==> src/rtl/m16_pkg.sv <==
// rtl/m16_pkg.sv - shared constants, FSM state and phrase-match helper for the Orbita receiver
package m16_pkg;

  localparam logic [31:0] PHR_MASK      = 32'h4504_0154;
  localparam logic [31:0] PHR_K16       = 32'h0001_0000;
  localparam logic [7:0]  GRP_END_NORM  = 8'b0111_0010;
  localparam logic [7:0]  GRP_END_LAST  = 8'b1000_1101;
  localparam logic [10:0] CYC_WORD      = 11'd240;
  localparam int          WORDS_PER_GRP = 2048;
  localparam logic [10:0] LAST_WRD      = 11'(WORDS_PER_GRP - 1);
  localparam logic [4:0]  LAST_GRP      = 5'd31;

  typedef enum logic [1:0] {
    SEARCH,
    VERIFY,
    LOCK
  } m16_state_e;

  // Word 16 of a phrase carries group/cycle markers, so it never takes part in phrase matching.
  function automatic logic phr_match(input logic [31:0] v);
    return (v & ~PHR_K16) == PHR_MASK;
  endfunction

endpackage

==> src/rtl/m16_orbit_rx_if.sv <==
// rtl/m16_orbit_rx_if.sv - serial input and tagged word output bundle of the Orbita receiver
interface m16_orbit_rx_if;

  logic        iOrbit;
  logic [11:0] oWord;
  logic        oVal;
  logic [10:0] oWrdIdx;
  logic [4:0]  oGrp;
  logic [6:0]  oCyc;
  logic [3:0]  oLock;
  logic [15:0] oErrCnt;

  modport master (
    input  iOrbit,
    output oWord, oVal, oWrdIdx, oGrp, oCyc, oLock, oErrCnt
  );

  modport slave (
    output iOrbit,
    input  oWord, oVal, oWrdIdx, oGrp, oCyc, oLock, oErrCnt
  );

endinterface

==> src/rtl/m16_bit_sampler.sv <==
// rtl/m16_bit_sampler.sv - input synchronizer with edge-realigned bit-phase counter and mid-bit sample strobe
module m16_bit_sampler
  import m16_pkg::*;
#(
  parameter int CLK_PER_BIT = 4
) (
  input  logic clk,
  input  logic rst,
  input  logic din,
  output logic stb,
  output logic bit_o
);

  localparam int CW = $clog2(CLK_PER_BIT);

  logic          s1_q, s2_q, s3_q;
  logic [CW-1:0] cnt_q, cnt_d;
  logic          stb_q, stb_d;
  logic          bit_q, bit_d;

  // Any synchronized transition re-centres the sampling point on the new bit.
  always_comb begin
    cnt_d = cnt_q + CW'(1);
    if (s2_q != s3_q) begin
      cnt_d = '0;
    end else if (cnt_q == CW'(CLK_PER_BIT - 1)) begin
      cnt_d = '0;
    end
    stb_d = (cnt_d == CW'(CLK_PER_BIT / 2 - 1));
    bit_d = s2_q;
  end

  always_ff @(posedge clk) begin
    if (rst) begin
      s1_q  <= 1'b0;
      s2_q  <= 1'b0;
      s3_q  <= 1'b0;
      cnt_q <= '0;
      stb_q <= 1'b0;
      bit_q <= 1'b0;
    end else begin
      s1_q  <= din;
      s2_q  <= s1_q;
      s3_q  <= s2_q;
      cnt_q <= cnt_d;
      stb_q <= stb_d;
      bit_q <= bit_d;
    end
  end

  assign stb   = stb_q;
  assign bit_o = bit_q;

endmodule

==> src/rtl/m16_orbit_rx.sv <==
// rtl/m16_orbit_rx.sv - Orbita serial receiver: phrase/group/cycle lock and tagged word output
module m16_orbit_rx
  import m16_pkg::*;
#(
  parameter int CLK_PER_BIT = 4,
  parameter int CONFIRM_N   = 2,
  parameter int MISS_N      = 3
) (
  input  logic          iClkOrb,
  input  logic          reset,
  m16_orbit_rx_if.master bus
);

  logic smp_stb, smp_bit;

  m16_bit_sampler #(.CLK_PER_BIT(CLK_PER_BIT)) u_smp (
    .clk   (iClkOrb),
    .rst   (reset),
    .din   (bus.iOrbit),
    .stb   (smp_stb),
    .bit_o (smp_bit)
  );

  m16_state_e  state_q, state_d;
  logic [382:0] hist_q, hist_d;
  logic [3:0]  bit_idx_q, bit_idx_d;
  logic [4:0]  k_q, k_d;
  logic [10:0] sh_q, sh_d;
  logic [31:0] msb_vec_q, msb_vec_d;
  logic [3:0]  good_q, good_d;
  logic [3:0]  miss_q, miss_d;
  logic [7:0]  h_q, h_d;
  logic [10:0] wrd_ctr_q, wrd_ctr_d;
  logic [4:0]  grp_ctr_q, grp_ctr_d;
  logic [6:0]  cyc_ctr_q, cyc_ctr_d;
  logic [11:0] word_q, word_d;
  logic        val_q, val_d;
  logic [10:0] wrd_idx_q, wrd_idx_d;
  logic [4:0]  grp_q, grp_d;
  logic [6:0]  cyc_q, cyc_d;
  logic [3:0]  lock_q, lock_d;
  logic [15:0] err_cnt_q, err_cnt_d;

  logic [383:0] hist_w;
  logic [31:0]  tap_vec;
  logic [11:0]  cur_word;
  logic [7:0]   h_next;
  logic         word_done, phr_end, phr_good, is_norm, is_last, lose;
  logic [3:0]   lock_n;
  logic [10:0]  wi;
  logic [4:0]   g;
  logic [6:0]   c;

  always_comb begin
    state_d   = state_q;
    hist_d    = hist_q;
    bit_idx_d = bit_idx_q;
    k_d       = k_q;
    sh_d      = sh_q;
    msb_vec_d = msb_vec_q;
    good_d    = good_q;
    miss_d    = miss_q;
    h_d       = h_q;
    wrd_ctr_d = wrd_ctr_q;
    grp_ctr_d = grp_ctr_q;
    cyc_ctr_d = cyc_ctr_q;
    word_d    = word_q;
    val_d     = 1'b0;
    wrd_idx_d = wrd_idx_q;
    grp_d     = grp_q;
    cyc_d     = cyc_q;
    lock_d    = lock_q;
    err_cnt_d = err_cnt_q;

    hist_w = {hist_q, smp_bit};
    for (int i = 0; i < 32; i++) begin
      tap_vec[i] = hist_w[383 - 12 * i];
    end
    cur_word  = {sh_q, smp_bit};
    word_done = smp_stb && (bit_idx_q == 4'd11);
    phr_end   = word_done && (k_q == 5'd31);
    phr_good  = phr_match(msb_vec_q);
    h_next    = {h_q[6:0], msb_vec_q[16]};
    is_norm   = (h_next == GRP_END_NORM);
    is_last   = (h_next == GRP_END_LAST);
    lose      = 1'b0;
    lock_n    = lock_q;
    wi        = wrd_ctr_q;
    g         = grp_ctr_q;
    c         = cyc_ctr_q;

    if (smp_stb) begin
      hist_d    = hist_w[382:0];
      sh_d      = {sh_q[9:0], smp_bit};
      bit_idx_d = word_done ? 4'd0 : bit_idx_q + 4'd1;
      if (word_done) k_d = k_q + 5'd1;
      if (bit_idx_q == 4'd0) msb_vec_d[k_q] = smp_bit;
      if (phr_end) h_d = h_next;
    end

    case (state_q)
      SEARCH: begin
        if (smp_stb && phr_match(tap_vec)) begin
          state_d   = VERIFY;
          bit_idx_d = 4'd0;
          k_d       = 5'd0;
          good_d    = 4'd0;
          h_d       = 8'd0;
        end
      end
      VERIFY: begin
        if (phr_end) begin
          if (!phr_good) begin
            state_d = SEARCH;
          end else if (good_q + 4'd1 >= 4'(CONFIRM_N)) begin
            state_d = LOCK;
            lock_d  = 4'b0001;
            miss_d  = 4'd0;
          end else begin
            good_d = good_q + 4'd1;
          end
        end
      end
      LOCK: begin
        if (phr_end && !phr_good) begin
          if (err_cnt_q != 16'hFFFF) err_cnt_d = err_cnt_q + 16'd1;
          if (miss_q + 4'd1 >= 4'(MISS_N)) lose = 1'b1;
          else miss_d = miss_q + 4'd1;
        end else if (phr_end) begin
          miss_d = 4'd0;
        end

        if (word_done) begin
          wrd_ctr_d = wrd_ctr_q + 11'd1;
          if (lock_q[2] && (wrd_ctr_q == CYC_WORD)) begin
            if (cur_word[11]) begin
              cyc_ctr_d = 7'd0;
              c         = 7'd0;
              lock_n[3] = 1'b1;
            end else if (lock_q[3] && (cyc_ctr_q == 7'd0)) begin
              lock_n[3] = 1'b0;
            end
          end
          // Group-end patterns only show up in the k16 history at a phrase boundary.
          if (phr_end) begin
            if (is_norm || is_last) begin
              wi        = LAST_WRD;
              wrd_ctr_d = 11'd0;
              lock_n[1] = 1'b1;
              cyc_ctr_d = cyc_ctr_q + 7'd1;
              if (lock_q[2] && (is_last != (grp_ctr_q == LAST_GRP))) begin
                lock_n[3:2] = 2'b00;
                grp_ctr_d   = grp_ctr_q + 5'd1;
              end else if (is_last) begin
                lock_n[2] = 1'b1;
                g         = LAST_GRP;
                grp_ctr_d = 5'd0;
              end else begin
                grp_ctr_d = grp_ctr_q + 5'd1;
              end
            end else if (lock_q[1] && (wrd_ctr_q == LAST_WRD)) begin
              lock_n[3:1] = 3'b000;
            end
          end

          if (lose) begin
            state_d = SEARCH;
            lock_d  = 4'b0000;
          end else begin
            val_d     = 1'b1;
            word_d    = cur_word;
            wrd_idx_d = wi;
            grp_d     = g;
            cyc_d     = c;
            lock_d    = lock_n;
          end
        end
      end
      default: state_d = SEARCH;
    endcase
  end

  always_ff @(posedge iClkOrb) begin
    if (reset) begin
      state_q   <= SEARCH;
      hist_q    <= '0;
      bit_idx_q <= '0;
      k_q       <= '0;
      sh_q      <= '0;
      msb_vec_q <= '0;
      good_q    <= '0;
      miss_q    <= '0;
      h_q       <= '0;
      wrd_ctr_q <= '0;
      grp_ctr_q <= '0;
      cyc_ctr_q <= '0;
      word_q    <= '0;
      val_q     <= 1'b0;
      wrd_idx_q <= '0;
      grp_q     <= '0;
      cyc_q     <= '0;
      lock_q    <= '0;
      err_cnt_q <= '0;
    end else begin
      state_q   <= state_d;
      hist_q    <= hist_d;
      bit_idx_q <= bit_idx_d;
      k_q       <= k_d;
      sh_q      <= sh_d;
      msb_vec_q <= msb_vec_d;
      good_q    <= good_d;
      miss_q    <= miss_d;
      h_q       <= h_d;
      wrd_ctr_q <= wrd_ctr_d;
      grp_ctr_q <= grp_ctr_d;
      cyc_ctr_q <= cyc_ctr_d;
      word_q    <= word_d;
      val_q     <= val_d;
      wrd_idx_q <= wrd_idx_d;
      grp_q     <= grp_d;
      cyc_q     <= cyc_d;
      lock_q    <= lock_d;
      err_cnt_q <= err_cnt_d;
    end
  end

  assign bus.oWord   = word_q;
  assign bus.oVal    = val_q;
  assign bus.oWrdIdx = wrd_idx_q;
  assign bus.oGrp    = grp_q;
  assign bus.oCyc    = cyc_q;
  assign bus.oLock   = lock_q;
  assign bus.oErrCnt = err_cnt_q;

endmodule
==> src/flat_wrapper.sv <==
// flat-port wrapper written by rule: the top's interface ports become plain ports
module m16_orbit_rx_flat import m16_pkg::*;
#(
  parameter int CLK_PER_BIT = 4,
  parameter int CONFIRM_N   = 2,
  parameter int MISS_N      = 3
)
  (iClkOrb, reset, bus_iOrbit, bus_oWord, bus_oVal, bus_oWrdIdx, bus_oGrp, bus_oCyc, bus_oLock, bus_oErrCnt);
  m16_orbit_rx_if bus_i ();
  input  logic iClkOrb;
  input  logic reset;
  input wire logic [$bits(bus_i.iOrbit)-1:0] bus_iOrbit;
  output wire logic [$bits(bus_i.oWord)-1:0] bus_oWord;
  output wire logic [$bits(bus_i.oVal)-1:0] bus_oVal;
  output wire logic [$bits(bus_i.oWrdIdx)-1:0] bus_oWrdIdx;
  output wire logic [$bits(bus_i.oGrp)-1:0] bus_oGrp;
  output wire logic [$bits(bus_i.oCyc)-1:0] bus_oCyc;
  output wire logic [$bits(bus_i.oLock)-1:0] bus_oLock;
  output wire logic [$bits(bus_i.oErrCnt)-1:0] bus_oErrCnt;
  assign bus_i.iOrbit = bus_iOrbit;
  assign bus_oWord = bus_i.oWord;
  assign bus_oVal = bus_i.oVal;
  assign bus_oWrdIdx = bus_i.oWrdIdx;
  assign bus_oGrp = bus_i.oGrp;
  assign bus_oCyc = bus_i.oCyc;
  assign bus_oLock = bus_i.oLock;
  assign bus_oErrCnt = bus_i.oErrCnt;
  m16_orbit_rx #(.CLK_PER_BIT(CLK_PER_BIT), .CONFIRM_N(CONFIRM_N), .MISS_N(MISS_N)) u_core (.iClkOrb(iClkOrb), .reset(reset), .bus(bus_i));
endmodule
==> config.mk <==
export PLATFORM = sky130hd
export DESIGN_NAME = m16_orbit_rx_flat
export DESIGN_NICKNAME = d
export VERILOG_FILES = /design/src/rtl/m16_pkg.sv /design/src/rtl/m16_orbit_rx_if.sv /design/src/rtl/m16_bit_sampler.sv /design/src/rtl/m16_orbit_rx.sv /design/src/flat_wrapper.sv
export SDC_FILE = /design/constraint.sdc
export NUM_CORES = 1
export LEC_CHECK = 0
export ABC_CLOCK_PERIOD_IN_PS = 2700
export CORE_MARGIN = 3
export CORE_UTILIZATION = 55
export CTS_BUF_LIST = sky130_fd_sc_hd__clkbuf_4 sky130_fd_sc_hd__clkbuf_8
export CTS_CLUSTER_DIAMETER = 40
export DETAILED_ROUTE_END_ITERATION = 6
export PLACE_DENSITY_LB_ADDON = 0.25
export SYNTH_ARGS = -nofsm -noshare
export SYNTH_HDL_FRONTEND = slang
export SYNTH_HIERARCHICAL = 1
export SYNTH_SLANG_ARGS = --single-unit
==> constraint.sdc <==
create_clock -name iClkOrb -period 2.7 [get_ports iClkOrb]
set_input_delay 0.405 -clock iClkOrb [delete_from_list [all_inputs] [get_ports iClkOrb]]
set_output_delay 0.405 -clock iClkOrb [all_outputs]
set_load 0.01 [all_outputs]
== After elaboration in Yosys (flattened, before gate mapping) ==
Index checks and enable logic that the tools add are counted.
Storage, ports and cells
  register bits after elaboration: 538
  word-level logic and storage cells: 170
Operators by class
  muxes and demuxes: 69
  reduce and logical (&&, ||, !) cells: 29
  add/subtract/negate cells: 9
  equal/unequal tests: 29
  $lt $le $gt $ge: 4
  bitwise gates (word level): 3
Operators with widths (count)
  $mux 4: 19
  $eq 31x30->1 const B: 2
  $mux 5: 10
  $mux 11: 4
  $bwmux 32: 1
  $mux 8: 4
  $mux 7: 4
  $pmux 4 s2: 3
  $add 16x1->16 const B: 1
  $mux 2: 8
  $ne 16x16->1 const B: 1
  $reduce_and 5->1: 3
  $add 4x1->4 const B: 3
  $ne 2x1->1 const B: 6
  $reduce_and 6->1: 2
  $add 11x1->11 const B: 1
  $eq 11x11->1 const B: 1
  $eq 11x8->1 const B: 1
  $mux 1: 11
  $add 5x1->5 const B: 2
  $eq 5x5->1 const B: 2
  $logic_and 1x1->1: 9
  $mux 3: 3
  $eq 8x7->1 const B: 1
  30 further kinds: 41

== Logic depth before layout (Yosys ltp) ==
Gate-level depths: netlist (run 1).
  word-level depth: 11
  depth in mapped cells: 9
  depth with buffers taken out: 9

== Hierarchy ==
The synthesis (run 1) kept the hierarchy.
By module, submodules not included
  m16_orbit_rx: times used 1, area each 19756.4 sq um, cells each 2032
  m16_bit_sampler: times used 1, area each 192.7 sq um, cells each 15

== Least setup slack after synthesis (run 1) ==
Ideal clock, no wire load.
  kind: register to register
  start: register u_core.k_q[2]
  end: register u_core.err_cnt_q[13] (netlist: u_core/bus.oErrCnt[13])
  path slack: 0.671 ns
  arrival: 1.901 ns
  period minus slack after synthesis: 2.029 ns
  required time: 2.572 ns
  stages on the path, launching flop included: 10
  path buffers: 2
  path through: dfxtp_1 > clkbuf_1 > and3_1 > ha_1 > and3_2 > o21ai_2 > buf_6 > nor4_1 > xnor2_1 > nor2_1
Between the ends
  longest elaborated chain between the ends: 4
Ends and longest elaborated chain
  start, declared: line m16_orbit_rx.sv:27  | logic [4:0] k_q, k_d;
  start signal, assigned: line m16_orbit_rx.sv:208  | k_q <= k_d;
  $eq 5x5->1: line m16_orbit_rx.sv:81  | phr_end = word_done && (k_q == 5'd31);
  $logic_and 1x1->1: line m16_orbit_rx.sv:81
  $logic_and 1x1->1: line m16_orbit_rx.sv:125  | if (phr_end && !phr_good) begin
  $reduce_and 3->1 (no source line)
  end signal, assigned: line m16_orbit_rx.sv:223  | err_cnt_q <= err_cnt_d;
  end, declared: line m16_orbit_rx.sv:42  | logic [15:0] err_cnt_q, err_cnt_d;
Every way passes these cells.
A chain may end at the register's enable or synchronous reset.

== Final worst setup path (run 1) ==
  start: register u_core.miss_q[0]
  end: register u_core.wrd_idx_q[8] (netlist: u_core/bus.oWrdIdx[8])
Between the ends
  longest elaborated chain between the ends: 7
Ends and longest elaborated chain
  start, declared: line m16_orbit_rx.sv:31  | logic [3:0] miss_q, miss_d;
  start signal, assigned: line m16_orbit_rx.sv:212  | miss_q <= miss_d;
  $add 4x1->4: line m16_orbit_rx.sv:127  | if (miss_q + 4'd1 >= 4'(MISS_N)) lose = 1'b1;
  $ge 4x2->1: line m16_orbit_rx.sv:127
  $mux 1: line m16_orbit_rx.sv:127
  $mux 1: line m16_orbit_rx.sv:125
  $mux 1: line m16_orbit_rx.sv:101  | case (state_q)
  $not 1->1 (no source line)
  $reduce_and 3->1 (no source line)
  end signal, assigned: line m16_orbit_rx.sv:219  | wrd_idx_q <= wrd_idx_d;
  end, declared: line m16_orbit_rx.sv:38  | logic [10:0] wrd_idx_q, wrd_idx_d;
Every way passes these cells. The select of a mux whose other input is x is not followed.

==> impl_metrics.json, run 1 <==
{
  "place.gp.congestion": 0.831,
  "synthAdderAreaFrac": 0.0119,
  "totalWireLength_mm": 35.2,
  "p_comb_frac": 0.061,
  "setup_viol": 0,
  "rr_endpoint": "u_core/bus.oWrdIdx[8]$_SDFFE_PP0P_",
  "hp-class": "in -> reg",
  "cp-start-kind": "flip-flop",
  "wl_per_cell_um": 13.5,
  "cts_made_buffers": 87,
  "hold_buffers": 0,
  "clk_path_buf_depth": 3,
  "grt_pass1_wl_mm": 60.5,
  "synth-simple-area-share": 0.174,
  "p_sw_mw": 3.63,
  "grt_pass1_vias": 13000,
  "post-cts-setup-buffers": 0,
  "grt_max_degree": 156,
  "fin_crit_sh": 0.862,
  "fp-row-count": 69,
  "rsz0062_at_grt": "no",
  "timing_worst_setup_path_type": "reg -> reg",
  "drive_gt1_frac": 0.0995,
  "regToRegStartpoint": "u_core/miss_q[0]$_SDFFE_PP0P_",
  "total_power_mw": 15.9,
  "netlist_area_um2": 19900,
  "vias_per_cell": 5.29,
  "r2r_setup_slack_ns": 0.37,
  "synth_edf_count": 0,
  "synth_commonest_cells": "526 x dfxtp_1, 444 x nor2_1, 392 x mux2i_1, 121 x nand2_1, 90 x clkbuf_1",
  "critPathTopFamily": "simple AND/OR/NAND/NOR gates",
  "worst_path_largest_cell_delay_ns": 0.54,
  "fp.dieH_um": 196,
  "powerDensity_nw_per_um2": 702,
  "outcome": "completed",
  "grt_usage": 0.181,
  "hpwl_mm": 21.5,
  "synth_top_area_share": 0.528,
  "synth_xor_area_frac": 0.0114,
  "synth_mux_area_frac": 0.197,
  "setup.worst_path.start": "u_core/miss_q[0]$_SDFFE_PP0P_",
  "synth-compound-area-share": 0.0469,
  "crit_buf_inv": 1,
  "switching_share": 0.228,
  "die_w_um": 196,
  "path_max_fanout": 25,
  "ir_worst_vdd_mv": 0.542,
  "max_clock_freq_ghz": 0.429,
  "synth.most_common_cell": "dfxtp_1",
  "synthesis.nets": 2069,
  "drt_iter0_drc": 708,
  "antenna_found_initial": 0,
  "clkPwrFrac": 0.448,
  "drv_slew": 0,
  "finalHoldWorstSlack_ns": 0.155,
  "ys_seq_area_frac": 0.528,
  "worst_pin_slew_ns": 1.02,
  "syn_to_final_growth_pct": 13.8,
  "cts_sinks": 526,
  "cts_tree": "yes",
  "diodes": 0,
  "hold_depth": 2,
  "root_buffer": "clkbuf_8",
  "dr_total_vias": 13800,
  "fp.coreArea_um2": 35700,
  "seqPwrFrac": 0.490,
  "avgSynthCellArea_um2": 9.75,
  "ant_nets": 0,
  "cts_max_level": 3,
  "synth_ff_type": "dfxtp_1",
  "crit_path_cell_trace": "ha_1, and2_1, a21oi_1, o32a_1, and3_2, nor2_1, buf_4, o221a_2",
  "clk_latency_ns": 0.63,
  "cts.clk_slew.worst_paths_ns": 0.06,
  "synthCells": 2047,
  "synth.largest_area_cell": "dfxtp_1",
  "skew_ns": 0.0290,
  "io_pins": 59,
  "whs_endpoint": "u_core/hist_q[181]$_SDFFE_PP0P_",
  "crit_arrival_ns": 2.83,
  "synth-seq-cells": 526,
  "drv_cap": 0,
  "p_int_mw": 12.3,
  "synth_area_leaders": "dfxtp_1 53%, mux2i_1 20%, nor2_1 8.4%",
  "rr_worst_depth": 8,
  "start_util": 0.559,
  "yosysWarnings": 6,
  "fin_nets": 2109,
  "worstSetupEndpointType": "flip-flop",
  "finalSetupTns_ns": 0,
  "port_buffers": 58,
  "synth_cell_types": 64,
  "max-slew-margin-rel": 0.318,
  "finalCriticalPeriod_ns": 2.33,
  "synth_top_family_by_area": "multiplexers",
  "dr.pass1.iters": 4,
  "finalHoldViolCount": 0,
  "leakagePower_nw": 8.23,
  "slowest_stage": "and3_2",
  "overflow": 0,
  "async_reset_ff_frac": 0,
  "drc": 0,
  "hp-start": "reset",
  "cp_data_required_time_ns": 3.20,
  "die_area_um2": 38600
}
metal layers:
metal / routed length (um) / GRT usage
met4: 807 / 0.0668
met3: 1310 / 0.0381
met2: 16200 / 0.291
met5: 0 / 0
met1: 16900 / 0.241
stage by stage:
stage	utilization	instances	setup WS, ns	instance area [um2]
final	0.637	2611	0.371	22700
after global routing	0.637	2611	0.229	22700
after CTS	0.637	2611	0.0691	22700
after detailed placement	0.585	2459	0.105	20900
after global placement	0.585	2459	0.151	20900
after floorplan	-	2047	0.671	19900
what timing repair did:
item                                    CTS  global route
gates resized for setup                   0             1
endpoints found under the setup margin    0            11
hold endpoints to repair                  0             0
layout make-up:
class,count,area (um2)
timing repair buffer,88,898
fill,2910,12900
clock buffer,132,1660
inverter,16,60.1
tap,461,577
clock inverter,20,176
sequential,526,10500
multi-input combinational,1368,8800
flip-flops by register name (all words and copies together), names as in the netlist, 2 cells and up:
register	cells
u_core/bit_idx_q	4
u_core/bus.oCyc	7
u_core/bus.oErrCnt	16
u_core/bus.oGrp	5
u_core/bus.oLock	4
u_core/bus.oWord	12
u_core/bus.oWrdIdx	11
u_core/cyc_ctr_q	7
u_core/good_q	4
u_core/grp_ctr_q	5
u_core/h_q	7
u_core/hist_q	383
u_core/k_q	5
u_core/miss_q	4
u_core/msb_vec_q	32
u_core/state_q	2
u_core/u_smp/cnt_q	2
u_core/wrd_ctr_q	11
worst register-to-register path, stage by stage (launching register included):
cell	delay, ns
dfxtp_1	0.34
ha_1	0.23
and2_1	0.16
a21oi_1	0.14
o32a_1	0.26
and3_2	0.54
nor2_1	0.09
buf_4	0.19
o221a_2	0.27
worst max path at each step:
stage | to | depth (start not counted)
2_1_floorplan | u_core/bus.oErrCnt[13]$_SDFFE_PP0P_ | 9
3_3_place_gp | u_core/bus.oWrdIdx[9]$_SDFFE_PP0P_ | 8
3_5_place_dp | u_core/bus.oWrdIdx[6]$_SDFFE_PP0P_ | 8
4_1_cts | u_core/bus.oWrdIdx[6]$_SDFFE_PP0P_ | 8
5_1_grt | u_core/bus.oWrdIdx[8]$_SDFFE_PP0P_ | 8
6_report | u_core/bus.oWrdIdx[8]$_SDFFE_PP0P_ | 8
placed cells by master (no fill, tap or decap), types with 3 or more instances in the layout:
cell,instances
nor4b_1,9
nor4bb_1,6
nor3b_1,8
nor3_1,21
mux2i_1,392
a22oi_1,4
or2_2,4
xor2_1,6
a211oi_1,3
nand3b_1,4
buf_12,7
clkbuf_4,25
nor4_1,19
nor2b_1,3
inv_1,15
buf_4,23
nand3_1,67
nand2_1,121
nand2b_1,7
o221a_1,3
o21ai_0,33
a21oi_1,84
clkbuf_8,107
clkinv_2,9
clkinvlp_4,6
ha_1,19
xnor2_1,20
and2_1,11
and3_1,8
and2b_2,3
nand4_1,19
nor2_1,443
clkdlybuf4s50_1,57
a2bb2oi_1,3
o221a_2,9
dfxtp_1,525
power groups by stage:
stage	registers [mW]	clock network, mW	logic (mW)
floorplan	7.97	0	0.843
global placement	7.99	0	0.964
detailed placement	7.99	0	0.972
CTS	7.82	7.37	0.971
global route	7.82	7.73	1.04
finish	7.82	7.15	0.975
logic make-up (layout without fill, tap and decap cells):
group	Yosys count	count (layout)
and+or+nand+nor	776	776
DFF	526	526
muxes	392	392
xor gates and xnor gates	26	26
buffers and inverters	153	256
adders and majority gates	19	19
AOI/OAI and AO/OA	155	155
Power figures use the tool's default switching activity.
==> run 2: changes to the inputs <==
--- a/config.mk
+++ b/config.mk
@@ -11,7 +11,9 @@
 export CTS_BUF_LIST = sky130_fd_sc_hd__clkbuf_4 sky130_fd_sc_hd__clkbuf_8
 export CTS_CLUSTER_DIAMETER = 40
 export DETAILED_ROUTE_END_ITERATION = 6
+export HOLD_SLACK_MARGIN = 0.1
 export PLACE_DENSITY_LB_ADDON = 0.25
+export SLEW_MARGIN = 30
 export SYNTH_ARGS = -nofsm -noshare
 export SYNTH_HDL_FRONTEND = slang
 export SYNTH_HIERARCHICAL = 1
==> results of run 2 <==
Same layout as run 1: the final DEF is identical, and so are final timing and power.
==> run 3: changes to the inputs <==
--- a/config.mk
+++ b/config.mk
@@ -12,6 +12,7 @@
 export CTS_CLUSTER_DIAMETER = 40
 export DETAILED_ROUTE_END_ITERATION = 6
 export HOLD_SLACK_MARGIN = 0.1
+export MAX_ROUTING_LAYER = met4
 export PLACE_DENSITY_LB_ADDON = 0.25
 export SLEW_MARGIN = 30
 export SYNTH_ARGS = -nofsm -noshare
==> run 3 against run 2 <==
- maximum frequency down 0.24%
- non-clock buffer count unchanged
- largest cell class unchanged
- register-to-register slack hardly changed
- core utilization did not move
- hold slack lost 0.0019 ns
- critical endpoint is now u_core/bus.oWrdIdx[6]$_SDFFE_PP0P_
- power about the same
- final area did not move
- sequential power about the same
==> impl_metrics.json, run 3 (synthesized netlist as in run 1, its figures left out) <==
{
  "cp_data_required_time_ns": 3.20,
  "cp-start-kind": "flip-flop",
  "cts_tree": "yes",
  "fp.coreArea_um2": 35700,
  "worst_path_largest_cell_delay_ns": 0.54,
  "largest_reg_flops": 383,
  "fin_crit_sh": 0.865,
  "fp-row-count": 69,
  "fp.dieH_um": 196,
  "final_common_cell": "dfxtp_1",
  "antenna_found_initial": 0,
  "layout_common_cells": "525 x dfxtp_1, 443 x nor2_1, 392 x mux2i_1",
  "clkPwrFrac": 0.448,
  "max-slew-margin-rel": 0.351,
  "seqPwrFrac": 0.491,
  "clk_latency_ns": 0.63,
  "drt_iter0_drc": 672,
  "die_w_um": 196,
  "vias_per_cell": 5.29,
  "drive_gt1_frac": 0.0995,
  "syn_to_final_growth_pct": 13.8,
  "grt_pass1_wl_mm": 60.5,
  "total_power_mw": 15.9,
  "hpwl_mm": 21.5,
  "drc": 0,
  "critPathTopFamily": "simple AND/OR/NAND/NOR gates",
  "setup_viol": 0,
  "port_buffers": 58,
  "fin_nets": 2109,
  "finalHoldViolCount": 0,
  "cts_sinks": 526,
  "hp-class": "in -> reg",
  "slowest_stage": "and3_2",
  "rsz0062_at_grt": "no",
  "totalWireLength_mm": 35.2,
  "dr_total_vias": 13800,
  "skew_ns": 0.0291,
  "dr.pass1.iters": 5,
  "root_buffer": "clkbuf_8",
  "diodes": 0,
  "crit_path_cell_trace": "ha_1, and2_1, a21oi_1, o32a_1, and3_2, nor2_1, buf_4, o221a_2",
  "ant_nets": 0,
  "p_int_mw": 12.3,
  "outcome": "completed",
  "timing_worst_setup_path_type": "reg -> reg",
  "worst_pin_slew_ns": 0.973,
  "io_pins": 59,
  "clk_path_buf_depth": 3,
  "crit_arrival_ns": 2.84,
  "switching_share": 0.227,
  "p_sw_mw": 3.62,
  "ir_worst_vdd_mv": 0.542,
  "wl_per_cell_um": 13.5,
  "cts_max_level": 3,
  "leakagePower_nw": 8.23,
  "cts_made_buffers": 87,
  "drv_cap": 0,
  "grt_pass1_vias": 13000,
  "max_clock_freq_ghz": 0.428,
  "powerDensity_nw_per_um2": 702,
  "overflow": 0,
  "finalCriticalPeriod_ns": 2.33,
  "start_util": 0.559,
  "cts.clk_slew.worst_paths_ns": 0.06,
  "worstSetupEndpointType": "flip-flop",
  "place.gp.congestion": 0.844,
  "drv_slew": 0,
  "grt_usage": 0.186,
  "die_area_um2": 38600,
  "finalSetupTns_ns": 0,
  "top_register": "u_core/hist_q",
  "grt_max_degree": 156,
  "crit_buf_inv": 1,
  "p_comb_frac": 0.061,
  "path_max_fanout": 25
}
[run 3: cell type report]
| cell class | count | area, um2 |
|---|---|---|
| flip-flops and latches | 526 | 10500 |
| inverters | 16 | 60.1 |
| clock buffers | 132 | 1660 |
| repair buffers | 88 | 898 |
| well taps | 461 | 577 |
| multi-input cells | 1368 | 8800 |
| fillers | 2910 | 12900 |
| clock inverters | 20 | 176 |
[run 3: routing by layer]
| layer | global-route usage | wire length (um) | up-vias |
|---|---|---|---|
| li1 | - | - | 7082 |
| met1 | 0.241 | 16800 | 6419 |
| met2 | 0.291 | 16200 | 241 |
| met3 | 0.0381 | 1410 | 72 |
| met4 | 0.0668 | 798 | 0 |
| met5 | - | 0 | - |
[run 3: stage by stage]
step / cell area [um2] / setup slack [ns] / cells / utilization / hold WS, ns
after floorplan: 19900 / 0.671 / 2047 / - / 0.418
after global placement: 20900 / 0.151 / 2459 / 0.585 / 0.429
after detailed placement: 20900 / 0.105 / 2459 / 0.585 / 0.445
after CTS: 22700 / 0.0691 / 2611 / 0.637 / 0.121
after global routing: 22700 / 0.229 / 2611 / 0.637 / 0.147
final: 22700 / 0.366 / 2611 / 0.637 / 0.153
[run 3: final timing paths]
kind	startpoint	endpoint	slack [ns]	cells past startpoint
setup / recovery	u_core/miss_q[0]$_SDFFE_PP0P_	u_core/bus.oWrdIdx[6]$_SDFFE_PP0P_	0.37	8
hold / removal	reset	u_core/hist_q[181]$_SDFFE_PP0P_	0.15	2
setup reg to reg	u_core/miss_q[0]$_SDFFE_PP0P_	u_core/bus.oWrdIdx[6]$_SDFFE_PP0P_	0.37	8
hold reg to reg	u_core/u_smp/cnt_q[0]$_SDFF_PP0_	u_core/u_smp/cnt_q[0]$_SDFF_PP0_	0.45	1
[run 3: what timing repair did]
action	CTS	global route
setup buffers	0	0
hold buffers	0	0
resized for setup	0	1
setup endpoints to repair	0	11
[run 3: power groups by stage]
stage	Clock, mW	Sequential (mW)	Combinational, mW
finish	7.14	7.82	0.973
global route	7.73	7.82	1.04
CTS	7.37	7.82	0.971
detailed placement	0	7.99	0.972
global placement	0	7.99	0.964
floorplan	0	7.97	0.843
